## src/rtl/if_stage.sv

```systemverilog
// Instruction-fetch stage with IF/ID pipeline register.
// Keeps the PC, issues single-outstanding fetches over a req/ready
// handshake, applies EX-stage redirects and presents the latched
// instruction with its decode fields.
// Optional build macro IF_MISALIGN_CHK_EN: a redirect to a target with
// bit 1 set is refused, fetch_misalign becomes sticky and the stage halts
// until reset. Without it, redirect targets are forced to word alignment.
module if_stage #(
  parameter logic [31:0] RESET_PC  = 32'h0000_0000,
  parameter logic [31:0] NOP_INSTR = 32'h0000_0013
) (
  input  logic        clk,
  input  logic        rst_n,
  input  logic        stall,
  input  logic        flush,
  input  logic [1:0]  ex_pc_sel,
  input  logic        ex_branch_taken,
  input  logic [31:0] ex_pc,
  input  logic [31:0] ex_imm,
  input  logic [31:0] ex_rs1,
  output logic        imem_req,
  output logic [31:0] imem_addr,
  input  logic [31:0] imem_rdata,
  input  logic        imem_ready,
  output logic        id_valid,
  output logic [31:0] id_pc,
  output logic [31:0] id_instr,
  output logic [6:0]  id_opcode,
  output logic [2:0]  id_func3,
  output logic [6:0]  id_func7,
  output logic        fetch_misalign
);

  localparam int unsigned XLEN   = 32;
  localparam logic [XLEN-1:0] PC_STEP = XLEN'(4);

`ifdef IF_MISALIGN_CHK_EN
  typedef enum logic [1:0] {S_FETCH, S_HOLD, S_DRAIN, S_HALT} state_t;
`else
  typedef enum logic [1:0] {S_FETCH, S_HOLD, S_DRAIN} state_t;
`endif

  state_t          state;
  logic            req;
  logic [XLEN-1:0] pc;
  logic [XLEN-1:0] pend_pc;
  logic [XLEN-1:0] skid;
  logic [XLEN-1:0] skid_pc;

  logic            redirect;
  logic [XLEN-1:0] target_raw;
  logic [XLEN-1:0] target;

  // Redirect decode and target computation from the EX stage
  always_comb begin
    redirect   = 1'b0;
    target_raw = ex_pc + ex_imm;
    case (ex_pc_sel)
      2'b00: redirect = ex_branch_taken;
      2'b01: redirect = 1'b1;
      2'b10: begin
        redirect   = 1'b1;
        target_raw = (ex_rs1 + ex_imm) & ~XLEN'(1);
      end
      default: redirect = 1'b0;
    endcase
  end

  assign target = target_raw & ~XLEN'(3);

`ifdef IF_MISALIGN_CHK_EN
  logic bad_target;
  logic misalign;
  assign bad_target     = redirect & target_raw[1];
  assign fetch_misalign = misalign;
`else
  assign fetch_misalign = 1'b0;
`endif

  assign imem_req  = req;
  assign imem_addr = pc;

  assign id_opcode = id_instr[6:0];
  assign id_func3  = id_instr[14:12];
  assign id_func7  = id_instr[31:25];

  // Fetch FSM, PC, skid buffer and IF/ID register
  always_ff @(posedge clk or negedge rst_n) begin
    if (!rst_n) begin
      state    <= S_FETCH;
      req      <= 1'b0;
      pc       <= RESET_PC;
      pend_pc  <= RESET_PC;
      skid     <= NOP_INSTR;
      skid_pc  <= '0;
      id_valid <= 1'b0;
      id_pc    <= '0;
      id_instr <= NOP_INSTR;
`ifdef IF_MISALIGN_CHK_EN
      misalign <= 1'b0;
`endif
    end else begin
      // Flush invalidates IF/ID regardless of stall; later loads gate on it
      if (flush) begin
        id_valid <= 1'b0;
        id_instr <= NOP_INSTR;
      end
`ifdef IF_MISALIGN_CHK_EN
      if (state != S_HALT && bad_target) begin
        state    <= S_HALT;
        req      <= 1'b0;
        misalign <= 1'b1;
        id_valid <= 1'b0;
        id_instr <= NOP_INSTR;
      end else
`endif
      case (state)
        S_FETCH: begin
          if (!req) begin
            // First cycle out of reset: no request outstanding yet
            req <= 1'b1;
            if (redirect) begin
              pc       <= target;
              id_valid <= 1'b0;
              id_instr <= NOP_INSTR;
            end
          end else if (imem_ready) begin
            if (redirect) begin
              pc       <= target;
              id_valid <= 1'b0;
              id_instr <= NOP_INSTR;
            end else if (!stall) begin
              if (!flush) begin
                id_instr <= imem_rdata;
                id_pc    <= pc;
                id_valid <= 1'b1;
              end
              pc <= pc + PC_STEP;
            end else begin
              skid    <= imem_rdata;
              skid_pc <= pc;
              pc      <= pc + PC_STEP;
              req     <= 1'b0;
              state   <= S_HOLD;
            end
          end else if (redirect) begin
            pend_pc  <= target;
            id_valid <= 1'b0;
            id_instr <= NOP_INSTR;
            state    <= S_DRAIN;
          end
        end

        S_HOLD: begin
          if (redirect) begin
            pc       <= target;
            id_valid <= 1'b0;
            id_instr <= NOP_INSTR;
            req      <= 1'b1;
            state    <= S_FETCH;
          end else if (!stall) begin
            if (!flush) begin
              id_instr <= skid;
              id_pc    <= skid_pc;
              id_valid <= 1'b1;
            end
            req   <= 1'b1;
            state <= S_FETCH;
          end
        end

        S_DRAIN: begin
          // Old request stays on the bus until accepted; its data is dropped
          if (imem_ready) begin
            pc    <= redirect ? target : pend_pc;
            state <= S_FETCH;
          end else if (redirect) begin
            pend_pc <= target;
          end
          if (redirect) begin
            id_valid <= 1'b0;
            id_instr <= NOP_INSTR;
          end
        end

`ifdef IF_MISALIGN_CHK_EN
        S_HALT: begin
          req      <= 1'b0;
          id_valid <= 1'b0;
          id_instr <= NOP_INSTR;
        end
`endif

        default: begin
          req   <= 1'b1;
          state <= S_FETCH;
        end
      endcase
    end
  end

endmodule

```

## config.mk

```make
export PLATFORM = sky130hd
export DESIGN_NAME = if_stage
export DESIGN_NICKNAME = d
export VERILOG_FILES = /design/src/rtl/if_stage.sv
export SDC_FILE = /design/constraint.sdc
export NUM_CORES = 1
export LEC_CHECK = 0
export ABC_CLOCK_PERIOD_IN_PS = 3800
export CORE_MARGIN = 2
export CORE_UTILIZATION = 35
export DETAILED_ROUTE_END_ITERATION = 6
export SYNTH_ARGS = -nofsm -noshare
export SYNTH_HDL_FRONTEND = slang
export SYNTH_SLANG_ARGS = --single-unit
```

## constraint.sdc

```tcl
create_clock -name clk -period 3.8 [get_ports clk]
set_input_delay 0.57 -clock clk [delete_from_list [all_inputs] [get_ports clk]]
set_output_delay 0.57 -clock clk [all_outputs]
set_load 0.03 [all_outputs]
```

Yosys cells after proc, flatten, opt, wreduce, memory -nomap -nowiden
Index checks and enable logic that the tools add are counted. Widths: inputs -> output; s select.

$add $sub $neg: 3. Equality and inequality tests: 18. Muxes and demuxes: 56. Bitwise logic cells: 2. Reductions and logical operators: 12.

Operators by type and width (number): $mux 32 (27); $pmux 32 s3 (2); $pmux 32 s2 (2); $add 32x32->32 (2); $add 32x3->32 const B (1); $ne 2x2->1 const B (9); $mux 2 (8); $ne 3x3->1 const B (5); $mux 1 (13); $reduce_and 9->1 (1); $pmux 1 s3 (2); $pmux 2 s3 (1); $reduce_and 6->1 (1); $reduce_and 5->1 (1); $eq 2x1->1 const B (2); $eq 2x2->1 const B (2); $logic_not 2->1 (2); $reduce_and 2->1 (2); $reduce_bool 2->1 (2); $reduce_and 3->1 (1); $reduce_bool 3->1 (1); $not 1->1 (2); $pmux 1 s2 (1); $reduce_or 2->1 (1).

Register bits: 196. Bits of input ports: 136. Output and inout bits: 116. Logic and storage cells: 100.

Longest topological paths before layout
Gate-level depths: netlist of run 1.

Depth after elaboration: 7. Gate-level depth with buffers: 11. Mapped depth without buffers: 10.

Least setup slack after synthesis of run 1
No wires, ideal clock.

Path kind: input-to-reg. From: input port ex_pc[15]. To: register pc[31] (netlist: imem_addr[31]). Setup time: 0.086 ns. Data arrival time: 2.885 ns. Required time: 3.714 ns. Slack: 0.829 ns. Stages on the path: 10. Buffers on the path: 0. Cell sequence: ha_1 -> a211oi_1 -> o21ai_1 -> a221o_1 -> a41o_1 -> o41a_1 -> nor3_4 -> o32ai_1 -> o2111a_1 -> nor3_1.

Longest elaborated chain between the ends: 6. Elaborated cells on any way between the ends: 9. Those cells by class: 1 x add/sub; 8 x mux.

Ends and longest elaborated chain: start, declared (line 18) `input logic [31:0] ex_pc,`; $add 32x32->32 * (line 57) `target_raw = ex_pc + ex_imm;`; $mux 32 * (line 58) `case (ex_pc_sel)`; $mux 32 (line 128) `if (redirect) begin`; $mux 32 (line 127) `end else if (imem_ready) begin`; $mux 32 (line 119) `if (!req) begin`; $pmux 32 s3 * (line 117) `case (state)`; end signal, assigned (line 123) `pc <= target;`; end signal, assigned (line 129) `pc <= target;`; end signal, assigned (line 138) `pc <= pc + PC_STEP;`; end, declared (line 45) `logic [XLEN-1:0] pc;`.

Mark *: on every way between the ends. The rest lies on a longest branch, timed or not. The select of a mux whose other input is x is not followed. A chain may end at the register's enable or synchronous reset.

Worst setup path after layout of run 1
From: input port ex_imm[15]. To: register pend_pc[28].

Longest elaborated chain between the ends: 6. Elaborated cells on any way between the ends: 7. Those cells by class: 2 x add/sub; 5 x mux.

Ends and longest elaborated chain: start, declared (line 19) `input logic [31:0] ex_imm,`; $add 32x32->32, on equally long branches (line 57, 63); $mux 32 * (line 58); $mux 32 * (line 146, 177); $mux 32 * (line 174) `if (imem_ready) begin`; $mux 32 (line 119); $pmux 32 s2 * (line 117); end signal, assigned (line 147) `pend_pc <= target;`; end signal, assigned (line 178) `pend_pc <= target;`; end, declared (line 46) `logic [XLEN-1:0] pend_pc;`.

Marked as above.

==> results of run 1 <==
## power by group through the flow
stage | sequential, W | clock (W) | combinational [W]
after floorplan | 0.00405 | 0 | 0.00309
after global placement | 0.00366 | 0 | 0.00542
after detailed placement | 0.00371 | 0 | 0.00549
after CTS | 0.00366 | 0.00175 | 0.00551
after global routing | 0.00380 | 0.00183 | 0.00602
final | 0.00367 | 0.00170 | 0.00552
## routing by layer
metal	wire [microns]	part of all wire [%]	vias up
met5	0	0	-
met1	19700	49	5808
met2	18800	46	318
met4	531	1.3	0
met3	1460	3.6	30
li1	-	-	5765
## critical path: stages
cell             delay (ps)
clkdlybuf4s50_1         430
ha_1                    430
a21oi_1                 210
o21ai_0                 150
nor3b_1                 170
a2111oi_2               340
buf_4                   190
a311oi_2                170
o41ai_1                 360
xnor2_1                 130
mux2i_1                 350
o21ai_0                 160
## synthesized netlist by cell type, drive strengths merged (7+ instances only)
master	n
inv	29
a221oi	12
nor2	77
nand2	192
mux2i	40
or3	8
xor2	26
nand4	18
xnor2	43
o21a	9
a21oi	114
a22oi	37
nand3	31
nor4	7
nor3	23
buf	33
o21bai	8
mux2	64
clkbuf	89
o211ai	11
a31oi	16
o21ai	167
a21o	25
dfrtp	190
a211oi	14
ha	68
a22o	10
## layout make-up
| class | instances | area, sq um |
|---|---|---|
| Inverter | 29 | 109 |
| Fill cell | 3628 | 20100 |
| Clock buffer | 21 | 470 |
| Tap cell | 468 | 586 |
| Timing Repair Buffer | 307 | 2960 |
| Multi-Input combinational cell | 1125 | 7510 |
| Clock inverter | 10 | 76.3 |
| Sequential cell | 196 | 4910 |
## worst max-delay path by stage
stage,from,end,slack (ps)
finish,ex_imm[15],pend_pc[28],430
floorplan,ex_pc[15],imem_addr[31],830
global placement,ex_imm[15],pend_pc[28],50
CTS,ex_imm[15],pend_pc[28],450
global route,ex_imm[12],pend_pc[31],250
detailed placement,ex_imm[15],pend_pc[28],3
## logic make-up (layout without fill, tap and decap cells)
logic type	Yosys count	count (layout)	synth area share, %
compound gates	491	491	24.0
buf+inv	151	367	5.07
flops	196	196	37.6
other cells	1	1	0.0287
fa+ha+maj	68	68	6.52
simple gates	392	392	13.6
mux	104	104	8.59
xor+xnor	69	69	4.63
## sequential cells by signal (all words and copies together) (netlist names)
signal and flops:
pend_pc 32, skid_pc 32, imem_addr 32, skid 32, state 2, imem_req 1, id_pc 32, id_valid 1
id_instr 32
## per-stage QoR
step	power, W	hold slack (ps)	utilization (%)	worst slack (ps)
floorplan	0.00714	274	-	829
global route	0.0116	246	45.3	246
CTS	0.0109	231	45.3	454
finish	0.0109	193	45.3	432
detailed placement	0.00920	469	43.8	2.94
global placement	0.00908	459	43.8	54.1
==> impl_results.md, run 1 <==
- Outcome: finished, violations left
- Failing checks: DRC
- Critical R2R Launch: imem_addr[14]
- Sinks on the clock net: 196
- Core ar.: ~37000 sq um
- P_sw: 0.00473 W
- Row count: 70
- Worst R2R End: imem_addr[29]
- Final Max Tran Viols: 0
- Starting Density: a little over a third
- P_int: a little over 0.006 W
- Post-synthesis cell count: ~1500
- Dominant cell type by area after synthesis: dfrtp_1
- DRT Wirelength: roughly 40 mm
- Synthesis-stage register bit count: between 150 and 200
- Most frequent cells in the layout: 249 x clkdlybuf4s50_1, 192 x nand2_1, 190 x dfrtp_1, 162 x o21ai_0, 114 x a21oi_1
- Pin count of the biggest net entering global routing: around 90
- Area after DPL: 16100 sq um
- Crit path max fanout: 8
- DRT iter0 DRCs: around 940
- Worst Skew: around 11 ps
- Avg WL per Cell: 18.8 microns
- Largest cells by area after synthesis: dfrtp_1 36%, ha_1 6.5%, o21ai_0 6.2%, mux2_2 5.5%, nand2_1 5.5%
- Library cells used by synthesis: 84
- DPL Wire Length: about 30 mm
- Fin crit period: around 3400 ps
- Setup Buffers After CTS: 0
- Clk Latency, worst-skew pair: around 440 ps
- Nets: 1880
- Final setup fails: 0
- Leak: ~6.9 nW
- Yosys top cell area share: between 30% and 40%
- GRT busiest layer: met2
- Synth warn: 0
- M1 GR Usage: a little under a third
- Fin Setup TNS: 0 ps
- Die Y: roughly 200 microns
- Die footprint: 38900 sq um
- Hold WC Path Type: primary input to async pin
- Vias: about 12000
- GRT Total Usage: 20.7%
- N_diodes: 0
- Critical path class: primary input to register
- GR Util met3: between 2 and 2.5%
- PostCTS Resize Cnt: 0
- RSZ-0062 raised after global routing: no
- CTS Hold Buffers Added: 0
- Startpoint Class: primary input
- Crit end category: register
- Die X: roughly 200 microns
- Num CTS Buffers: 17
- WP data required: about 4100 ps
- Max-Cap Viols: 0
- IO Pins: 252
- Routed vias/inst: approximately 5.5
- Final hold vios: 0
- Met2 GRT Util: between 30% and 40%
- ANT nets after route: 0
- Vias in the first global route: approximately 12000
- Worst slew pin tran: about 760 ps
- EDFF count, synth: 0
- CTS tree: done
- Dpl cells: about 2100
- R2R Setup Slk: a little over 1000 ps
- Period utilization: between 80 and 90%
- Area grow syn2layout: 27.3%
- Share of power burned in registers: 33.7%
- Port Buf Inserts: 250
- Final Instance Count excl. Fillers: ~2200
- Sw Ratio: 43.4%
- Sequential-to-total area share from yosys stat: between 30% and 40%
- Residual DRC: 2
- Post-synth top flop: dfrtp_1
- First-pass GRT wire length: between 60 and 70 mm
- Initial antenna violation count: 0
- Clk network pwr share: 15.6%
- Comb power frac: 50.6%
- Post-route cell area: between 15000 and 20000 sq um
- CTS Root Cell: clkbuf_16
- Grt total ovfl: 0
- Drt first pass iters: 7
- Max Clk Rate: ~0.30 GHz
- Async set-reset flop share out of synthesis: 100%
- Synth Cell Area: roughly 13000 sq um
- R2R depth: 9
- Worst-case clock buffer depth: 2
- Avg Cell Area, Syn: between 8 and 9 sq um
- Reg clk slew, reported paths: around 70 ps
- Critical Path AT: 3670 ps
- Power density cells: 655 nW/um^2
- Htree depth: 4
- Layout cell share with drive strength beyond 1: 10.8%
- Worst VDD drop: about 0.37 mV
- Syn Nets: 1676
- Slew headroom: 49.4%
- RD Place Congestion: 0.878
- Commonest non-fill, non-tap cell in the layout: clkdlybuf4s50_1
(Power assumes the default switching activity.)
==> run 2: changes to the inputs <==
GPL_TIMING_DRIVEN = 0   (was not set)
==> impl_results.md, run 2 (synthesis gave the netlist of run 1 again) <==
- Area grow syn2layout: 28.5%
- RSZ-0062 raised after global routing: no
- Vias in the first global route: 11889 (+3.2%)
- Initial antenna violation count: 0 (unchanged)
- Startpoint Class: primary input
- Hold slack: 149 ps (-44.3 ps)
- DPL Wire Length: 33.5 mm (+9.6%)
- RD Place Congestion: 0.929 (+5.8%)
- Worst Skew: 10.4 ps (-0.757 ps)
- Slew headroom: 24.7% (-25 points)
- Pin count of the biggest net entering global routing: 101 (+9.8%)
- CTS Hold Buffers Added: 0 (unchanged)
- Routed vias/inst: 5.54 (+0.28%)
- Post-route cell area: 16800 sq um (+0.92%)
- Die footprint: 38900 sq um (unchanged)
- Worst-case clock buffer depth: 2 (unchanged)
- Max Clk Rate: 0.282 GHz (-5.1%)
- Core ar.: 36700 sq um (unchanged)
- Area after DPL: 16200 sq um (+0.48%)
- Vias: 12315 (+3.3%)
- Sinks on the clock net: 196 (unchanged)
- IO Pins: 252 (unchanged)
- ANT nets after route: 0 (unchanged)
- Avg WL per Cell: 19.2 microns (+2.2%)
- Critical path class: primary input to register
- Drt first pass iters: 5 (-2)
- Num CTS Buffers: 17 (unchanged)
- Starting Density: 35.6% (unchanged)
- Leak: 6.93 nW (+0.12%)
- Row count: 70 (unchanged)
- Worst slew pin tran: 1120 ps (+361 ps)
- Max-Cap Viols: 0 (unchanged)
- Residual DRC: 0 (-2)
- WP data required: 4160 ps (+60 ps)
- Worst VDD drop: 0.416 mV (+12%)
- Critical Path AT: 3910 ps (+240 ps)
- Port Buf Inserts: 248 (-0.80%)
- Fin crit period: 3550 ps (+182 ps)
- CTS Root Cell: clkbuf_16
- Die X: 197 microns (unchanged)
- Period utilization: 93.4% (+4.8 points)
- Hold WC Path Type: primary input to async pin
- Most frequent cells in the layout: 247 x clkdlybuf4s50_1, 192 x nand2_1, 190 x dfrtp_1, 162 x o21ai_0, 114 x a21oi_1
- GRT Total Usage: 21.8% (+1.1 points)
- Layout cell share with drive strength beyond 1: 8.67% (-2.2 points)
- DRT iter0 DRCs: 1002 (+6.5%)
- Clk Latency, worst-skew pair: 440 ps (about the same)
- Outcome: finished, final reports clean
- Final Max Tran Viols: 0 (unchanged)
- Reg clk slew, reported paths: 70 ps (about the same)
- Commonest non-fill, non-tap cell in the layout: clkdlybuf4s50_1
- First-pass GRT wire length: 66.6 mm (+4.5%)
- Fin Setup TNS: 0 ps (unchanged)
- DRT Wirelength: 42.6 mm (+5.2%)
- Grt total ovfl: 0 (unchanged)
- Final Instance Count excl. Fillers: 2221 (+3.0%)
- Htree depth: 4 (unchanged)
- Crit end category: register
- Nets: 1944 (+3.4%)
- Power density cells: 671 nW/um^2 (+2.4%)
- Final hold vios: 0 (unchanged)
- Final setup fails: 0 (unchanged)
- N_diodes: 0 (unchanged)
- Crit path max fanout: 6 (-2)
- CTS tree: done
- Die Y: 197 microns (unchanged)
- Dpl cells: 2189 (+3.0%)
==> run 2: changes by cell type in the layout (fill, tap and decap cells not counted), sizes merged <==
cell / previous run / this run
clkbuf: 22 / 106
buf: 57 / 35
inv: 31 / 36
bufinv: 0 / 2
clkdlybuf4s50: 249 / 247
clkinvlp: 3 / 1
==> run 2: final timing paths <==
path	start	endpoint	slack (ps)	depth (start not counted)
max	ex_imm[11]	imem_addr[31]	250	11
min	rst_n	id_instr[13]	150	1
max reg2reg	state[1]	id_pc[3]	610	11
min reg2reg	id_pc[30]	id_pc[30]	480	2
max in group asynchronous	rst_n	skid_pc[13]	2650	2
min in group clk	id_pc[30]	id_pc[30]	480	2
==> run 2: power by group <==
group          switching [W]  internal [W]
Sequential          0.000641       0.00293
Combinational        0.00347       0.00232
Clock               0.000889       0.00100
Total                0.00500       0.00625
==> run 2: area by class of cell <==
class | instances | area (sq um)
inverters | 29 | 109
repair buffers | 249 | 2510
clock inverters | 15 | 191
clock buffers | 17 | 425
fillers | 3617 | 19900
flip-flops and latches | 196 | 4910
multi-input cells | 1125 | 7490
plain buffers | 122 | 553
well taps | 468 | 586
==> run 2: through the flow <==
| step | utilization, % | setup WS [ps] | total power, W |
|---|---|---|---|
| floorplan | - | 829 | 0.00714 |
| global placement | 43.9 | -6020 | 0.00921 |
| detailed placement | 44.0 | -202 | 0.00932 |
| CTS | 45.7 | 258 | 0.0112 |
| global route | 45.7 | 48.7 | 0.0119 |
| finish | 45.7 | 251 | 0.0113 |
==> run 2: metal layers <==
layer | global-route usage, % | vias to the layer above | routed length [microns]
met3 | 2.46 | 56 | 2300
met5 | 0 | - | 0
li1 | - | 5903 | -
met1 | 31.0 | 5914 | 19900
met2 | 35.2 | 442 | 19500
met4 | 5.82 | 0 | 900
==> run 2: repair_timing <==
item | in CTS | in global routing
endpoints found under the hold margin | 0 | 0
setup endpoints to repair | 0 | 2
resized for setup | 0 | 1
setup buffers | 0 | 0
==> run 2: critical path: stages <==
cell and delay, ps:
clkdlybuf4s50_1 490, ha_1 390, a21oi_1 260, o211ai_1 140, a21oi_1 520, a2111oi_4 180, o41a_1 440, nor3_4 250
o32ai_1 220, o2111a_1 280, nor3_1 160
